<file path="config.mk">
export PLATFORM = sky130hd
export DESIGN_NAME = dsp_out_accumulator_flat
export DESIGN_NICKNAME = d
export VERILOG_FILES = /design/src/rtl/dsp_out_acc_if.sv /design/src/rtl/dsp_out_accumulator.sv /design/src/flat_wrapper.sv
export SDC_FILE = /design/constraint.sdc
export NUM_CORES = 1
export LEC_CHECK = 0
export CAP_MARGIN = 20
export CORE_UTILIZATION = 40
export CTS_CLUSTER_SIZE = 30
export DETAILED_ROUTE_END_ITERATION = 8
export DONT_BUFFER_PORTS = 1
export PLACE_DENSITY = 0.56
export SYNTH_ARGS = -nofsm -noshare
export SYNTH_HDL_FRONTEND = slang
export SYNTH_SLANG_ARGS = --single-unit
</file>
<file path="constraint.sdc">
create_clock -name clk -period 2.29 [get_ports clk]
set_input_delay 0.3435 -clock clk [delete_from_list [all_inputs] [get_ports clk]]
set_output_delay 0.3435 -clock clk [all_outputs]
set_load 0.02 [all_outputs]
</file>
<file path="src/rtl/dsp_out_acc_if.sv">
// +----------------------------------------------------------------------------+
// | dsp_out_acc_if : beat input / frame-sum output bundle for the accumulator  |
// | Revision 1.0                                                               |
// +----------------------------------------------------------------------------+
`default_nettype none

interface dsp_out_acc_if #(
  parameter int DATA_WIDTH  = 4,
  parameter int ACC_WIDTH   = 12,
  parameter int COUNT_WIDTH = 4
);
  logic                   in_valid;
  logic [DATA_WIDTH-1:0]  in_data;
  logic                   in_last;
  logic                   in_ready;
  logic                   out_valid;
  logic [ACC_WIDTH-1:0]   out_data;
  logic [COUNT_WIDTH-1:0] out_count;
  logic                   out_ovf;
  logic                   out_ready;

  modport master (
    output in_valid, in_data, in_last, out_ready,
    input  in_ready, out_valid, out_data, out_count, out_ovf
  );

  modport slave (
    input  in_valid, in_data, in_last, out_ready,
    output in_ready, out_valid, out_data, out_count, out_ovf
  );
endinterface

`default_nettype wire

</file>
<file path="src/rtl/dsp_out_accumulator.sv">
// +----------------------------------------------------------------------------+
// | dsp_out_accumulator : sums DSP result beats into per-frame sums            |
// | Option macro DSP_ACC_SATURATE_EN: clamp instead of wrap on overflow.      |
// | Revision 1.0                                                               |
// +----------------------------------------------------------------------------+
`default_nettype none

module dsp_out_accumulator #(
  parameter int DATA_WIDTH  = 4,
  parameter int ACC_WIDTH   = 12,
  parameter int COUNT_WIDTH = 4
) (
  input  wire logic      clk,
  input  wire logic      rst,
  dsp_out_acc_if.slave   bus
);

  typedef enum logic [1:0] {
    ST_IDLE  = 2'd0,
    ST_ACCUM = 2'd1,
    ST_DONE  = 2'd2
  } state_t;

  localparam logic [ACC_WIDTH-1:0]   C_ACC_MAX = {ACC_WIDTH{1'b1}};
  localparam logic [COUNT_WIDTH-1:0] C_CNT_ONE = {{(COUNT_WIDTH-1){1'b0}}, 1'b1};

  state_t                 state_q, state_d;
  logic [ACC_WIDTH-1:0]   acc_q, acc_d;
  logic [COUNT_WIDTH-1:0] cnt_q, cnt_d;
  logic                   ovf_q, ovf_d;
  logic                   out_valid_q, out_valid_d;

  logic                   accept;
  logic                   handshake;
  logic [ACC_WIDTH:0]     sum;
  logic                   carry;

  assign accept    = bus.in_valid && (state_q != ST_DONE);
  assign handshake = out_valid_q && bus.out_ready;
  assign sum       = {1'b0, acc_q} + {{(ACC_WIDTH+1-DATA_WIDTH){1'b0}}, bus.in_data};
  assign carry     = sum[ACC_WIDTH];

  always_comb begin
    state_d = state_q;
    acc_d   = acc_q;
    cnt_d   = cnt_q;
    ovf_d   = ovf_q;
    case (state_q)
      ST_IDLE, ST_ACCUM: begin
        if (accept) begin
`ifdef DSP_ACC_SATURATE_EN
          // Once clamped, the sum stays pinned for the remainder of the frame.
          acc_d = (carry || ovf_q) ? C_ACC_MAX : sum[ACC_WIDTH-1:0];
`else
          acc_d = sum[ACC_WIDTH-1:0];
`endif
          cnt_d   = (&cnt_q) ? cnt_q : cnt_q + C_CNT_ONE;
          ovf_d   = ovf_q | carry;
          state_d = bus.in_last ? ST_DONE : ST_ACCUM;
        end
      end
      ST_DONE: begin
        if (handshake) begin
          state_d = ST_IDLE;
          acc_d   = '0;
          cnt_d   = '0;
          ovf_d   = 1'b0;
        end
      end
      default: begin
        state_d = ST_IDLE;
        acc_d   = '0;
        cnt_d   = '0;
        ovf_d   = 1'b0;
      end
    endcase
    out_valid_d = (state_d == ST_DONE);
  end

  always_ff @(posedge clk or posedge rst) begin
    if (rst) begin
      state_q     <= ST_IDLE;
      acc_q       <= '0;
      cnt_q       <= '0;
      ovf_q       <= 1'b0;
      out_valid_q <= 1'b0;
    end else begin
      state_q     <= state_d;
      acc_q       <= acc_d;
      cnt_q       <= cnt_d;
      ovf_q       <= ovf_d;
      out_valid_q <= out_valid_d;
    end
  end

  assign bus.in_ready  = (state_q != ST_DONE);
  assign bus.out_valid = out_valid_q;
  assign bus.out_data  = acc_q;
  assign bus.out_count = cnt_q;
  assign bus.out_ovf   = ovf_q;

endmodule

`default_nettype wire

</file>
<file path="src/flat_wrapper.sv">
// flat-port wrapper written by rule: the top's interface ports become plain ports
module dsp_out_accumulator_flat 
#(
  parameter int DATA_WIDTH  = 4,
  parameter int ACC_WIDTH   = 12,
  parameter int COUNT_WIDTH = 4
)
  (clk, rst, bus_in_valid, bus_in_data, bus_in_last, bus_out_ready, bus_in_ready, bus_out_valid, bus_out_data, bus_out_count, bus_out_ovf);
  dsp_out_acc_if #(.DATA_WIDTH(DATA_WIDTH), .ACC_WIDTH(ACC_WIDTH), .COUNT_WIDTH(COUNT_WIDTH)) bus_i ();
  input  wire logic clk;
  input  wire logic rst;
  input wire logic [$bits(bus_i.in_valid)-1:0] bus_in_valid;
  input wire logic [$bits(bus_i.in_data)-1:0] bus_in_data;
  input wire logic [$bits(bus_i.in_last)-1:0] bus_in_last;
  input wire logic [$bits(bus_i.out_ready)-1:0] bus_out_ready;
  output wire logic [$bits(bus_i.in_ready)-1:0] bus_in_ready;
  output wire logic [$bits(bus_i.out_valid)-1:0] bus_out_valid;
  output wire logic [$bits(bus_i.out_data)-1:0] bus_out_data;
  output wire logic [$bits(bus_i.out_count)-1:0] bus_out_count;
  output wire logic [$bits(bus_i.out_ovf)-1:0] bus_out_ovf;
  assign bus_i.in_valid = bus_in_valid;
  assign bus_i.in_data = bus_in_data;
  assign bus_i.in_last = bus_in_last;
  assign bus_i.out_ready = bus_out_ready;
  assign bus_in_ready = bus_i.in_ready;
  assign bus_out_valid = bus_i.out_valid;
  assign bus_out_data = bus_i.out_data;
  assign bus_out_count = bus_i.out_count;
  assign bus_out_ovf = bus_i.out_ovf;
  dsp_out_accumulator #(.DATA_WIDTH(DATA_WIDTH), .ACC_WIDTH(ACC_WIDTH), .COUNT_WIDTH(COUNT_WIDTH)) u_core (.clk(clk), .rst(rst), .bus(bus_i));
endmodule
</file>
==> impl_results.md <==
* Top Family by Delay on Critical Path: adder cells
* Die span in y at between 50 and 60 um
* Adder-cell share of the synthesized area at 0.0743
* Summed instance area of the synthesized netlist at 0.00111 mm2
* Final critical path time including I/O delays and setup at a little over 2 ns
* Post-synthesis sequential element count at 20
* Gr ovfl total at 0
* First-pass GRT wire length at roughly 3.8 mm
* Post-route cell area at about 0.0012 mm2
* Filler cell count in the final layout at roughly 260
* Area share of the largest cell type after synthesis at 0.450
* Seq/Total Area, Yosys at 0.450
* Share of the synthesized netlist area taken by xor and xnor gates at 0.00788
* Leading cell types by total area after synthesis: sky130_fd_sc_hd__dfrtp_1 (45%), sky130_fd_sc_hd__ha_1 (5.6%), sky130_fd_sc_hd__a21oi_1 (5.0%)
* Global placement routability congestion at around 0.83
* DRC at 0
* Detail-routed via count per cell at 6.20
* Cts bufs inserted at 3
* Clock transition at the register clock pins on the worst setup and hold paths after CTS at roughly 0.11 ns
* Via count of the first global-routing pass at between 800 and 900
* Length of the first detailed-routing pass in iterations at 4
* RSZ-0062 raised after global routing: false
* Count of inserted antenna diode cells at 0
* Final Max Slew Viols at 0
* Ys Warns at 0
* # nets final at 132
* Type of the most critical hold path: primary input to async pin
* Width of the die at ~55 um
* Dominant cell type by count on the critical path: sky130_fd_sc_hd__a21oi_1
* Worst path depth at 7
* Overall track demand over capacity in global routing at 0.182
* Clock tree from TritonCTS: done
* Dominant combinational cell family by area after synthesis: compound AO/OA/AOI/OAI gates
* Count of final setup violators at 0
* Static Leak at between 0.5 and 0.6 nW
* Post-synthesis cell type with the largest combined area: sky130_fd_sc_hd__dfrtp_1
* Final-report hold violation count at 0
* Req. time, crit path at 2.52 ns
* Largest net degree at the start of global routing at 21
* Most common cell after layout, fill and taps aside: sky130_fd_sc_hd__dfrtp_1
* Floorplan die area at 0.00299 mm2
* Number of antenna violations at the first check in global routing at 0
* Count of unique library cells instantiated by Yosys at 34
* Half-perimeter wire length after detailed placement at about 1.7 mm
* Number of H-tree levels at 1
* Critical Setup Path Class: flop to flop
* Number of cell rows at 18
* Most frequent cells in the layout: sky130_fd_sc_hd__dfrtp_1 (20), sky130_fd_sc_hd__a21oi_1 (11), sky130_fd_sc_hd__o21ai_0 (10)
* Clock sink count at 20
* Cell count after synthesis at ~110
* Largest fanout on the critical path at 9
* Max IR drop VDD at ~0.57 mV
* Setup Fix Bufs, Post-CTS at 0
* Ordered list of cells on the worst path: ha_1 -> fa_1 -> a21o_2 -> a21oi_1 -> buf_4 -> or4_1 -> a21oi_1
* Power density over the cells at 1150 mW/mm2
* CP Launch Type: flop
* Outcome: finished, final reports clean
* Portion of netlist area occupied by mux cells at 0.00901
* Synthesized-area fraction occupied by ao, oa, aoi and oai cells at 0.266
* Share of the clock period used by the worst path after layout at 0.897
* Avg Cell Area, Syn at 9.92 um2
* Number of top-level design ports at 28
* Longest Clk Path Bufs at 2
* Clock insertion delay at the later pin of the skew report at 0.29 ns
* Fraction of final layout cells sized beyond drive strength 1 at 0.0783
* Root buffer cell: sky130_fd_sc_hd__clkbuf_4
* Area post-placement at roughly 0.0011 mm2
* Hold bufs inserted after CTS at 0
* Worst slew pin tran at around 0.76 ns
* Worst path arrival time at 2.28 ns
* Crit path capture type: flop
* R2R depth at 7
* Via count of the routed design at about 900
* Post-Route WL at 2.36 mm
* Max_slew headroom at 0.490
* Highest achievable clock rate at about 500 MHz
* CTS resizes at 0
* Initial Util at 0.437
* Average wire per standard cell at around 16 um
* Maximum cell stage delay along the critical path at approximately 0.50 ns
* Clock Skews at roughly 0.0055 ns
* Max-Cap Viols at 0
* Input/output buffers at 0
* Standard cell core area at about 0.0025 mm2
* Cell type of the slowest stage on the worst timing path: sky130_fd_sc_hd__dfrtp_1
* Iter 0 DRT Violations at 9
* Setup TNS after final layout at 0 ns
* Layout-stage area growth over the synthesis result at 5.41%
* Antenna-violating nets left at 0
* Number of buffers and inverters on the critical path at 1
* Fraction of the mapped netlist area in simple logic gates at 0.162
* Net Count, Synth at around 130
## cells in the mapped netlist
library cell                instances
sky130_fd_sc_hd__dfrtp_1           20
sky130_fd_sc_hd__a21oi_1           11
sky130_fd_sc_hd__o21ai_0           10
sky130_fd_sc_hd__nand2_1            8
sky130_fd_sc_hd__nand3_1            6
sky130_fd_sc_hd__ha_1               5
sky130_fd_sc_hd__inv_1              5
sky130_fd_sc_hd__o31ai_1            5
sky130_fd_sc_hd__or4_1              5
sky130_fd_sc_hd__nor2_1             4
sky130_fd_sc_hd__a21o_1             3
sky130_fd_sc_hd__a22o_1             3
sky130_fd_sc_hd__nand2b_1           3
sky130_fd_sc_hd__and2_1             2
sky130_fd_sc_hd__o21a_1             2
sky130_fd_sc_hd__o21ai_2            2
sky130_fd_sc_hd__a211oi_1           1
sky130_fd_sc_hd__a211oi_2           1
sky130_fd_sc_hd__a21boi_0           1
sky130_fd_sc_hd__a21o_2             1
sky130_fd_sc_hd__a2bb2oi_1          1
sky130_fd_sc_hd__a311oi_1           1
sky130_fd_sc_hd__and4_1             1
sky130_fd_sc_hd__buf_6              1
sky130_fd_sc_hd__clkbuf_1           1
sky130_fd_sc_hd__fa_1               1
sky130_fd_sc_hd__mux2i_1            1
sky130_fd_sc_hd__nand4_1            1
sky130_fd_sc_hd__nor2b_1            1
sky130_fd_sc_hd__nor4b_1            1
sky130_fd_sc_hd__o21ba_1            1
sky130_fd_sc_hd__o21bai_1           1
sky130_fd_sc_hd__or3_1              1
sky130_fd_sc_hd__xor2_1             1
## area by class of cell
| class | instances | area (um2) | share of cell area |
|---|---|---|---|
| multi-input combinational | 85 | 577 | 0.493 |
| sequential | 20 | 500 | 0.427 |
| tap | 30 | 37.5 | 0.0321 |
| clock buffer | 3 | 22.5 | 0.0192 |
| inverter | 5 | 18.8 | 0.0160 |
| timing repair buffer | 2 | 15.0 | 0.0128 |
## logic make-up after synthesis
logic type      count (synthesis)
flops                          20
compound gates                 44
fa+ha+maj                       6
xor+xnor                        1
buf+inv                         7
simple gates                   33
mux                             1
## state kept, by name, summed over array words and instances (netlist names)
name,cells
u_core.state_q,2
u_core.bus.out_count,4
u_core.bus.out_valid,1
u_core.bus.out_ovf,1
u_core.bus.out_data,12
## layer usage
layer / routed length (um) / track usage / part of all wire / vias to the layer above
met5: 0 / 0 / 0 / -
met4: 15 / 0.0256 / 0.0064 / 0
met1: 1070 / 0.223 / 0.45 / 437
met3: 156 / 0.0722 / 0.066 / 2
li1: - / - / - / 432
met2: 1110 / 0.303 / 0.47 / 28
## where the power goes
part | switching [mW] | total, mW | internal, mW
clock | 0.103 | 0.164 | 0.0612
sequential | 0.215 | 0.662 | 0.447
combinational | 0.310 | 0.518 | 0.208
total | 0.627 | 1.34 | 0.716
## final timing paths
check / from / slack (ns) / endpoint
worst max-delay path: u_core.bus.out_data[0] / 0.24 / u_core.bus.out_data[10]
worst min-delay path: rst / 0.06 / u_core.bus.out_data[5]
worst max register to register: u_core.bus.out_data[0] / 0.24 / u_core.bus.out_data[10]
worst min register to register: u_core.state_q[0] / 0.65 / u_core.state_q[0]
max in group asynchronous: rst / 1.75 / u_core.state_q[0]
min in group clk: bus_in_last / 0.21 / u_core.bus.out_valid
## per-stage QoR
stage	power [mW]	setup WS, ns	instances	hold slack (ns)	utilization
after global routing	1.46	0.0986	145	0.109	0.460
after CTS	1.36	0.248	145	0.0795	0.460
after detailed placement	1.18	0.260	142	0.420	0.451
after global placement	1.17	0.284	142	0.424	0.451
final	1.34	0.235	145	0.0587	0.460
after floorplan	1.05	0.243	112	0.307	-
No activity file was read; power rests on OpenSTA's default activity.
==> edit (same flow settings) <==
Re-encode `state_t` (3 states) as one-hot, 3 bits wide.
--- a/src/rtl/dsp_out_accumulator.sv
+++ b/src/rtl/dsp_out_accumulator.sv
@@ -15,10 +15,10 @@
   dsp_out_acc_if.slave   bus
 );
 
-  typedef enum logic [1:0] {
-    ST_IDLE  = 2'd0,
-    ST_ACCUM = 2'd1,
-    ST_DONE  = 2'd2
+  typedef enum logic [2:0] {
+    ST_IDLE  = 3'b001,
+    ST_ACCUM = 3'b010,
+    ST_DONE  = 3'b100
   } state_t;
 
   localparam logic [ACC_WIDTH-1:0]   C_ACC_MAX = {ACC_WIDTH{1'b1}};
Check against the original RTL: same outputs for any inputs over 10 cycles, from zero or initial values and one cycle with rst high; not proved beyond that.
==> edit against the unedited design <==
- area after synthesis up 6.4%
- final area up 7.3%
- sequential power down 3.3%
- wire length up 1.2%
- sequential cell count up 1
- power up 15%
- synthesized cell count up 4.5%
- worst setup slack better by 0.050 ns
- global-route usage down 1.6 points
- critical path depth down 3
- highest routed layer unchanged
==> edit: results (changes against the unedited design) <==
* Status: finished, final reports clean (unchanged)
- Violation count after the first detailed-routing iteration: 29 (was 9)
* Maximum number of pins on one net before global-route repair: 22 (was 21)
- Adder-cell area share of the yosys netlist: 6.98% (was 7.43%)
- Post-synth cell types: 37 (was 34)
- The global-route wire length before repair is 4.17 mm (was 3.83 mm).
- Met3 WL post-DR: 142 um (was 156 um)
- The maximum vdd drop was 0.904 mV (was 0.565 mV).
- The startpoint of the worst setup timing path is u_core.state_q[0] (was u_core.bus.out_data[0]).
* GRT Resource Usage Total: 16.6% (was 18.2%)
* Top area cells in the synthesized netlist: sky130_fd_sc_hd__dfrtp_1, sky130_fd_sc_hd__ha_1, sky130_fd_sc_hd__o31ai_1 (was sky130_fd_sc_hd__dfrtp_1, sky130_fd_sc_hd__ha_1, sky130_fd_sc_hd__a21oi_1)
- Cell family contributing the most delay on the critical path: simple AND/OR/NAND/NOR gates (was adder cells)
* Placer's final routability congestion estimate: 0.797 (was 0.825)
- CP Capture Point: u_core.bus.out_data[8] (was u_core.bus.out_data[10])
* Mux cell area share after synthesis: 0.847% (was 0.901%)
- Metal1 wirelength: 1.15 mm (was 1.07 mm)
* Worst setup skew after layout: 0.00633 ns (was 0.00553 ns)
- The transition time of the tightest slew-check pin was 0.821 ns (was 0.764 ns).
- The number of filler instances in the final layout came to 276 (was 255).
- Number of global-route vias before repair: 873 (was 872)
- The net count after synthesis is 132 (was 127).
- Fraction of the yosys area taken by sequential cells: 44.6% (was 45.0%)
* Dpl cell area: 1230 um^2 (was 1150 um^2)
* Half-perimeter wire length after detailed placement: 1.77 mm (was 1.72 mm)
- The largest stage delay on the critical path was 0.60 ns (was 0.50 ns).
- GR met2 Demand/Resource: 25.7% (was 30.3%)
- The cell with the largest stage delay on the worst path is sky130_fd_sc_hd__dfstp_2 (was sky130_fd_sc_hd__dfrtp_1).
- The setup slack on the worst flop-to-flop path is 0.28 ns (was 0.24 ns).
- The per-cell routed wire length came to 15.7 um (was 16.3 um).
* XOR/XNOR share of the synthesized area: 2.86% (was 0.788%)
- The wire length on met2 came to 1.07 mm (was 1.11 mm).
- Register-to-Register Path Depth: 4 (was 7)
- The latest clock arrival within the worst-skew pair was 0.31 ns (was 0.29 ns).
* Net count of the finished layout: 137 (was 132)
* Maximum fanout encountered on the critical timing path: 14 (was 9)
edit: changes by cell type in the layout (fill, tap and decap cells not counted), moves of 2 or more:
cell / unedited run / this run
sky130_fd_sc_hd__nand3_1: 6 / 4
sky130_fd_sc_hd__a22o_1: 3 / 0
sky130_fd_sc_hd__o311ai_0: 0 / 2
sky130_fd_sc_hd__or2_2: 0 / 2
sky130_fd_sc_hd__o21ai_0: 10 / 7
sky130_fd_sc_hd__nand2_1: 8 / 11
sky130_fd_sc_hd__o31ai_1: 5 / 8
sky130_fd_sc_hd__o41ai_1: 0 / 2
sky130_fd_sc_hd__a31o_2: 0 / 2
sky130_fd_sc_hd__o21ai_2: 2 / 0
sky130_fd_sc_hd__inv_1: 5 / 3
edit: area by class of cell:
type / count / area (um^2) / area share [%]
well taps: 31 / 38.8 / 3.09
clock inverters: 1 / 5.00 / 0.398
clock buffers: 3 / 22.5 / 1.79
inverters: 3 / 11.3 / 0.896
multi-input cells: 90 / 629 / 50.1
repair buffers: 3 / 22.5 / 1.79
flip-flops and latches: 21 / 527 / 41.9
edit: power groups by stage:
stage | logic (mW) | registers, mW | clock network [mW]
final | 0.729 | 0.640 | 0.182
after global routing | 0.824 | 0.657 | 0.207
after CTS | 0.731 | 0.642 | 0.189
after detailed placement | 0.732 | 0.647 | 0
after global placement | 0.712 | 0.646 | 0
after floorplan | 0.547 | 0.621 | 0
edit: metrics by stage:
step	cells	power [mW]	worst slack [ns]	hold WS, ns
3_5_place_dp	148	1.38	0.282	0.451
3_3_place_gp	148	1.36	0.318	0.443
6_report	152	1.55	0.285	0.0700
4_1_cts	152	1.56	0.279	0.103
5_1_grt	152	1.69	0.0698	0.128
2_1_floorplan	117	1.17	0.290	0.319
